$ cat config.mk
export PLATFORM = sky130hd
export DESIGN_NAME = instr_word_encoder_flat
export DESIGN_NICKNAME = d
export VERILOG_FILES = /design/src/rtl/rv_isa_pkg.sv /design/src/rtl/instr_word_encoder_if.sv /design/src/rtl/instr_word_encoder_imm_pack.sv /design/src/rtl/instr_word_encoder.sv /design/src/flat_wrapper.sv
export SDC_FILE = /design/constraint.sdc
export NUM_CORES = 1
export LEC_CHECK = 0
export ABC_AREA = 1
export CORE_MARGIN = 4
export CORE_UTILIZATION = 40
export CTS_BUF_LIST = sky130_fd_sc_hd__clkbuf_4 sky130_fd_sc_hd__clkbuf_8
export DETAILED_ROUTE_END_ITERATION = 7
export PLACE_DENSITY = 0.72
export RECOVER_POWER = 50
export SLEW_MARGIN = 0
export SYNTH_ARGS = -nofsm -noshare
export SYNTH_HDL_FRONTEND = slang
export SYNTH_SLANG_ARGS = --single-unit
$ cat constraint.sdc
create_clock -name clk -period 4.05 [get_ports clk]
set_input_delay 1.0125 -clock clk [delete_from_list [all_inputs] [get_ports clk]]
set_output_delay 1.0125 -clock clk [all_outputs]
set_load 0.02 [all_outputs]
$ cat src/rtl/rv_isa_pkg.sv
// Shared RV32I encoding constants, instruction types and sizing helpers.
package rv_isa_pkg;

  localparam logic [6:0] OPC_LOAD  = 7'b0000011;
  localparam logic [6:0] OPC_STORE = 7'b0100011;
  localparam logic [2:0] F3_W      = 3'b010;

  typedef enum logic {
    INSTR_I = 1'b0,
    INSTR_S = 1'b1
  } instr_type_e;

  typedef enum logic [1:0] {
    ST_EMPTY = 2'd0,
    ST_PEND  = 2'd1,
    ST_FULL  = 2'd2
  } enc_state_e;

  // Width of a counter that must hold 0..depth inclusive.
  function automatic int unsigned count_width(input int unsigned depth);
    return $clog2(depth + 1);
  endfunction

endpackage

$ cat src/rtl/instr_word_encoder_if.sv
// Descriptor input channel and instruction-memory write port of the encoder.
interface instr_word_encoder_if #(
  parameter int unsigned AW = 32
) ();

  logic          in_valid;
  logic          in_ready;
  logic          in_store;
  logic [4:0]    in_rd;
  logic [4:0]    in_rs1;
  logic [4:0]    in_rs2;
  logic [31:0]   in_imm;

  logic          mem_we;
  logic          mem_ready;
  logic [AW-1:0] mem_addr;
  logic [31:0]   mem_wd;

  // Encoder side: consumes descriptors, produces memory writes.
  modport slave (
    input  in_valid, in_store, in_rd, in_rs1, in_rs2, in_imm, mem_ready,
    output in_ready, mem_we, mem_addr, mem_wd
  );

  // Environment side: supplies descriptors and models the memory.
  modport master (
    output in_valid, in_store, in_rd, in_rs1, in_rs2, in_imm, mem_ready,
    input  in_ready, mem_we, mem_addr, mem_wd
  );

endinterface

$ cat src/rtl/instr_word_encoder_imm_pack.sv
// Combinational packer: scatters the immediate into I- or S-type fields.
module imm_pack
  import rv_isa_pkg::*;
(
  input  logic        store,
  input  logic [4:0]  rd,
  input  logic [4:0]  rs1,
  input  logic [4:0]  rs2,
  input  logic [31:0] imm,
  output logic [31:0] word,
  output logic        legal
);

  instr_type_e itype;

  assign itype = store ? INSTR_S : INSTR_I;

  // Legal only if the offset survives truncation to 12 bits and re-extension.
  assign legal = (imm == {{20{imm[11]}}, imm[11:0]});

  // Field placement for the two supported formats.
  always_comb begin
    word = '0;
    case (itype)
      INSTR_I: word = {imm[11:0], rs1, F3_W, rd, OPC_LOAD};
      INSTR_S: word = {imm[11:5], rs2, rs1, F3_W, imm[4:0], OPC_STORE};
      default: word = '0;
    endcase
  end

endmodule

$ cat src/rtl/instr_word_encoder.sv
// Encodes lw/sw descriptors and writes them sequentially into instruction memory.
module instr_word_encoder
  import rv_isa_pkg::*;
#(
  parameter int unsigned   AW        = 32,
  parameter logic [AW-1:0] BASE_ADDR = '0,
  parameter int unsigned   DEPTH     = 64
) (
  input  logic                          clk,
  input  logic                          rst,
  input  logic                          clear,
  instr_word_encoder_if.slave           bus,
  output logic [count_width(DEPTH)-1:0] count,
  output logic                          full,
  output logic                          err
);

  localparam int unsigned    CW      = count_width(DEPTH);
  localparam logic [CW:0]    DEPTH_X = (CW+1)'(DEPTH);
  localparam logic [CW-1:0]  LAST    = CW'(DEPTH - 1);

  enc_state_e    state_q, state_d;
  logic [AW-1:0] addr_q, addr_d;
  logic [31:0]   wd_q, wd_d;
  logic [CW-1:0] count_q, count_d;
  logic          err_q, err_d;

  logic [31:0]   packed_word;
  logic          packed_legal;
  logic          pend;
  logic          commit;
  logic          room;
  logic          ready_c;
  logic          accept;
  logic          acc_legal;
  logic          acc_bad;

  imm_pack u_pack (
    .store (bus.in_store),
    .rd    (bus.in_rd),
    .rs1   (bus.in_rs1),
    .rs2   (bus.in_rs2),
    .imm   (bus.in_imm),
    .word  (packed_word),
    .legal (packed_legal)
  );

  // Handshake qualifiers; room counts the pending word against the depth limit.
  assign pend      = (state_q == ST_PEND);
  assign commit    = pend && bus.mem_ready;
  assign room      = ({1'b0, count_q} + (CW+1)'(pend)) < DEPTH_X;
  assign ready_c   = room && ((state_q == ST_EMPTY) || bus.mem_ready) && !clear;
  assign accept    = bus.in_valid && ready_c;
  assign acc_legal = accept && packed_legal;
  assign acc_bad   = accept && !packed_legal;

  // State, output register, address and count registers.
  always_ff @(posedge clk or posedge rst) begin
    if (rst) begin
      state_q <= ST_EMPTY;
      addr_q  <= BASE_ADDR;
      wd_q    <= '0;
      count_q <= '0;
      err_q   <= 1'b0;
    end else begin
      state_q <= state_d;
      addr_q  <= addr_d;
      wd_q    <= wd_d;
      count_q <= count_d;
      err_q   <= err_d;
    end
  end

  // Next-state logic; clear overrides any same-cycle accept or commit.
  always_comb begin
    state_d = state_q;
    addr_d  = addr_q;
    wd_d    = wd_q;
    count_d = count_q;
    err_d   = err_q;
    if (clear) begin
      state_d = ST_EMPTY;
      addr_d  = BASE_ADDR;
      wd_d    = '0;
      count_d = '0;
      err_d   = 1'b0;
    end else begin
      if (acc_bad) begin
        err_d = 1'b1;
      end
      if (acc_legal) begin
        wd_d = packed_word;
      end
      if (commit) begin
        addr_d  = addr_q + AW'(4);
        count_d = count_q + CW'(1);
      end
      case (state_q)
        ST_EMPTY: begin
          if (acc_legal) begin
            state_d = ST_PEND;
          end
        end
        ST_PEND: begin
          if (commit) begin
            if (count_q == LAST) begin
              state_d = ST_FULL;
            end else if (!acc_legal) begin
              state_d = ST_EMPTY;
            end
          end
        end
        ST_FULL: state_d = ST_FULL;
        default: state_d = ST_EMPTY;
      endcase
    end
  end

  assign bus.in_ready = ready_c;
  assign bus.mem_we   = pend;
  assign bus.mem_addr = addr_q;
  assign bus.mem_wd   = wd_q;
  assign count        = count_q;
  assign full         = (state_q == ST_FULL);
  assign err          = err_q;

endmodule

$ cat src/flat_wrapper.sv
// flat-port wrapper written by rule: the top's interface ports become plain ports
module instr_word_encoder_flat import rv_isa_pkg::*;
#(
  parameter int unsigned   AW        = 32,
  parameter logic [AW-1:0] BASE_ADDR = '0,
  parameter int unsigned   DEPTH     = 64
)
  (clk, rst, clear, count, full, err, bus_in_valid, bus_in_store, bus_in_rd, bus_in_rs1, bus_in_rs2, bus_in_imm, bus_mem_ready, bus_in_ready, bus_mem_we, bus_mem_addr, bus_mem_wd);
  instr_word_encoder_if #(.AW(AW)) bus_i ();
  input  logic clk;
  input  logic rst;
  input  logic clear;
  output logic [count_width(DEPTH)-1:0] count;
  output logic full;
  output logic err;
  input wire logic [$bits(bus_i.in_valid)-1:0] bus_in_valid;
  input wire logic [$bits(bus_i.in_store)-1:0] bus_in_store;
  input wire logic [$bits(bus_i.in_rd)-1:0] bus_in_rd;
  input wire logic [$bits(bus_i.in_rs1)-1:0] bus_in_rs1;
  input wire logic [$bits(bus_i.in_rs2)-1:0] bus_in_rs2;
  input wire logic [$bits(bus_i.in_imm)-1:0] bus_in_imm;
  input wire logic [$bits(bus_i.mem_ready)-1:0] bus_mem_ready;
  output wire logic [$bits(bus_i.in_ready)-1:0] bus_in_ready;
  output wire logic [$bits(bus_i.mem_we)-1:0] bus_mem_we;
  output wire logic [$bits(bus_i.mem_addr)-1:0] bus_mem_addr;
  output wire logic [$bits(bus_i.mem_wd)-1:0] bus_mem_wd;
  assign bus_i.in_valid = bus_in_valid;
  assign bus_i.in_store = bus_in_store;
  assign bus_i.in_rd = bus_in_rd;
  assign bus_i.in_rs1 = bus_in_rs1;
  assign bus_i.in_rs2 = bus_in_rs2;
  assign bus_i.in_imm = bus_in_imm;
  assign bus_i.mem_ready = bus_mem_ready;
  assign bus_in_ready = bus_i.in_ready;
  assign bus_mem_we = bus_i.mem_we;
  assign bus_mem_addr = bus_i.mem_addr;
  assign bus_mem_wd = bus_i.mem_wd;
  instr_word_encoder #(.AW(AW), .BASE_ADDR(BASE_ADDR), .DEPTH(DEPTH)) u_core (.clk(clk), .rst(rst), .clear(clear), .bus(bus_i), .count(count), .full(full), .err(err));
endmodule
======== Word-level counts from Yosys, hierarchy flattened ========
Cells that the tools add are included.
word-level totals
  bits in registers ....................... 74
  bits in latches ......................... 0
  memory bits (writable) .................. 0
  memory bits (read-only) ................. 0
  output and inout bits ................... 75
  word-level logic and storage cells ...... 47
  memories ................................ 0
operators by class
  add/sub/neg operators ................... 3
  multiply operators ...................... 0
  divide/modulo/power cells ............... 0
  order comparisons ....................... 1
  eq/ne operators ......................... 7
  shift-type cells ........................ 0
  multiplexer cells ....................... 16
  bitwise gates (word level) .............. 1
  reductions and logical operators ........ 14
operator list
  operator                                                                  number
  32-bit 2-to-1 mux                                                         4
  32-bit case mux with 2 select lines                                       1
  32-bit by 3-bit adder with 32-bit output (second input constant)          1
  20-bit == test                                                            1
  7-bit 2-to-1 mux                                                          2
  2-bit 2-to-1 mux                                                          5
  7-bit by 1-bit adder with 8-bit output                                    1
  8-bit by 7-bit < comparator with 1-bit output (second input constant)     1
  7-bit by 1-bit adder with 7-bit output (second input constant)            1
  7-bit by 6-bit == test with 1-bit output (second input constant)          1
  1-bit logical AND                                                         6
  2-bit case mux with 3 select lines                                        1
  2-bit nonzero test                                                        3
  4-bit inequality test (second input constant)                             1
  1-bit 2-to-1 mux                                                          3
  3-bit by 2-bit inequality test with 1-bit output (second input constant)  1
  3-bit inequality test (second input constant)                             1
  3-bit AND reduction                                                       1
  2-bit by 1-bit == test with 1-bit output (second input constant)          1
  2-bit == test (second input constant)                                     1
  1-bit zero test                                                           2
  2-bit zero test                                                           1
  1-bit logical OR                                                          1
  1-bit NOT                                                                 1

======== Logic depth before layout (Yosys ltp) ========
  depth in word-level cells ............... 12
  mapped depth ............................ 11
  gate-level depth less buffers ........... 11

======== Modules after synthesis ========
A second synthesis with hierarchy kept.
unflattened totals
  cell total of the unflattened synthesis .. 599
  area, all modules ....................... 4250.3 um2
by module, submodules not included
  module              times used  cells an instance  area each (um2)  sequential area each (um2)
  instr_word_encoder  1           508                3778.6           1801.7
  imm_pack            1           91                 471.7            0.0

======== Worst setup path after synthesis ========
Ideal clock, no wire load.
  path type ............................... input port to output port
  start ................................... input clear
  end ..................................... output bus_in_ready
  arrival time ............................ 1.527 ns
  required time ........................... 3.038 ns
  slack ................................... 1.510 ns
  cell stages on the path ................. 5
  buffers on the path ..................... 1
  cell sequence ........................... buf_6 nor2_4 o21a_1 nand2_1 inv_1
between the ends
  longest elaborated chain between the ends .. 2
ends and longest elaborated chain
  item                RTL line                  text
  start: declaration  flat_wrapper.sv:12        input logic clear;
  1-bit zero test     instr_word_encoder.sv:52  assign ready_c = room && ((state_q == ST_EMPTY) || bus.mem_ready) && !clear;
  1-bit logical AND   instr_word_encoder.sv:52
  end: declaration    flat_wrapper.sv:23        output wire logic [$bits(bus_i.in_ready)-1:0] bus_in_ready;
No other way between the ends.

======== Worst setup path after layout ========
Ends and elaborated chain as after synthesis.

==> summary.txt <==
Run status
  • Status: finished, violations left
  • Failing checks: capacitance limit, slew limit

STA
  • Final worst path period share: 89.6%
  • Setup Skew: 0.0101 ns
  • Worst-Margin Slew: 1.62 ns
  • # setup viols final: 0
  • Setup TNS: 0 ns
  • Final Hold Fails: 0
  • Fmax: 276 MHz
  • Post-route setup slack: 0.422 ns
  • Final min period: 3.63 ns
  • RSZ-0062 raised after global routing: no
  • Final Max Tran Viols: 65
  • Relative slew slack: -7.95%

Yosys
  • Synth top area share: 42.8%
  • Top_reg_cell synth: dfrtp_1
  • Fraction of registers with async set/reset: 100%
  • Synth warn: 0
  • Area leader, netlist: dfrtp_1
  • Cell Area, Synth: 3740 sq um
  • Synth top area cells: dfrtp_1 43%, nand2_1 12%, nand3_1 6.6%, inv_1 5.4%, nor2_1 4.8%
  • Post-synth top cells: 120 x nand2_1, 64 x dfrtp_1, 54 x inv_1
  • Netlist cell types: 40
  • Avg Cell Area, Syn: 7.47 sq um
  • Flops & latches, synth: 64
  • Post-Synthesis Cells: 501
  • Register area share after synthesis: 42.8%
  • Most common cell in the netlist: nand2_1
  • Post-synth EDFFs: 0

Worst setup path
  • WP data arrival: 2.62 ns
  • Worst endpoint required time: 3.04 ns
  • Setup crit start kind: input pin
  • Critical path class: in2out
  • Worst Setup End Kind: output port
  • Worst-path maximum fanout: 2

Layout
  • Fin util: 56.0%
  • P&R area growth vs syn: 37.1%
  • # fillers: 865
  • Layout Nets: 672
  • ANT cells: 0
  • Layout Cells excl Fill: 733
  • Final instance area: 5130 sq um
  • Layout cells sized above 1: 6.59%

Routing
  • Vias: 3,782
  • DR iter-0 viols: 150
  • Final ANT Viol Nets: 0
  • Via/cell ratio: 5.16
  • Remaining DRCs: 0
  • First-pass iteration count of the detailed router: 5
  • Drt total wl: 10,300 microns
  • DR WL/cell: 14.1 microns

Global routing
  • Initial antenna violation count: 0
  • GRT Residual Overflow: 0
  • Total global-route track usage: 19.3%
  • Largest net degree at the start of global routing: 65
  • Vias in the first global route: 3,831
  • First-pass GRT wire length: 17,400 microns

Clock tree
  • Total CTS buffers: 9
  • CTS Root Cell: clkbuf_8
  • Clock Tree Buf Depth: 2
  • Clk_lat worst skew: 0.35 ns
  • CTS sink cnt: 64
  • Post-CTS setup buffers: 0
  • CTS tree: built
  • H-tree levels: 3
  • Post_cts resized: 0
  • Post-CTS Hold Buffers: 0
  • CTS clk-pin slew, worst paths: 0.07 ns

Flow run
  • Max Cap Viol: 1

Hold path
  • Hold Crit Class: reg2reg

Power and ir drop
  • Worst IR Drop VDD: 158 uV
  • Power Dens Cells: 272 nW/um^2
  • Leak: 2.37 nW

Floorplan
  • Initial Util: 40.9%
  • Die ar.: 11,000 sq um
  • Std-Cell Core Area: 9150 sq um
  • Num rows: 35
  • Num ports: 128
  • Die Y: 105 microns
  • DIE WIDTH: 105 microns

Placement
  • Dpl ws: 0.541 ns
  • Hpwl dp: 7850 microns
  • Port Buf Inserts: 119
  • Dpl cells: 717
  • GP Congestion: 0.915
  • Cell Area, Placed: 4950 sq um
## power by group
part | switching (mW) | internal (mW) | total, mW
combinational | 0.0987 | 0.0829 | 0.182
clock | 0.264 | 0.288 | 0.552
sequential | 0.0120 | 0.649 | 0.661
total | 0.375 | 1.02 | 1.39
## cell type report
type	count	area, sq um	share of cell area (%)
Sequential cell	64	1600	31.2
Timing Repair Buffer	122	1200	23.5
Multi-Input combinational cell	362	1770	34.6
Clock inverter	6	60.1	1.17
Tap cell	111	139	2.71
Clock buffer	10	131	2.56
Inverter	58	218	4.24
## through the flow
stage,hold WS [ns],power [mW]
final,0.488,1.39
after global routing,0.532,1.45
after detailed placement,0.482,0.860
after CTS,0.499,1.41
after global placement,0.468,0.855
after floorplan,0.564,0.767
## cell families after synthesis
family          share of synthesized area, %
simple gates                            33.8
buf+inv                                 10.3
compound gates                          9.67
flops                                   42.8
mux                                     2.14
fa+ha+maj                              0.669
xor+xnor                               0.468
other cells                            0.100
## flip-flops by register name, summed over array words and instances (netlist names)
register             cells
u_core.bus.mem_addr     30
u_core.bus.mem_wd       24
u_core.count             7
u_core.err               1
u_core.state_q           2
## placed cells by master (no fill, tap or decap), drive strengths merged, types with 13 or more instances in the layout
cell / instances
clkbuf: 13
inv: 56
nor3: 21
dlygate4sd3: 26
a21oi: 18
nor2: 56
nand2: 123
nand4: 14
clkdlybuf4s50: 93
o21ai: 39
dfrtp: 64
nand3: 51
## worst paths after layout
path                       depth (start not counted)                       to  slack (ns)         startpoint
setup / recovery                                   6             bus_in_ready        0.42              clear
hold / removal                                     2               u_core.err        0.49         u_core.err
setup reg to reg                                   8          u_core.count[4]        1.89  u_core.state_q[0]
hold reg to reg                                    2               u_core.err        0.49         u_core.err
max in group asynchronous                          3  u_core.bus.mem_addr[22]        1.42                rst
min in group asynchronous                          3  u_core.bus.mem_addr[18]        1.64                rst
## worst max-delay path: stages
cell and delay (ns):
dlygate4sd3_1 0.61, nor2_4 0.13, o21a_1 0.12, nand2_1 0.08, inv_1 0.06, clkdlybuf4s50_1 0.60
## routing by layer
metal | GRT usage (%) | vias up | wire [microns]
met5 | 0 | - | 0
met4 | 7.97 | 0 | 212
met3 | 6.92 | 22 | 1080
met2 | 33.6 | 151 | 5070
met1 | 21.4 | 1745 | 3980
li1 | - | 1864 | -
Power figures use the tool's default switching activity.
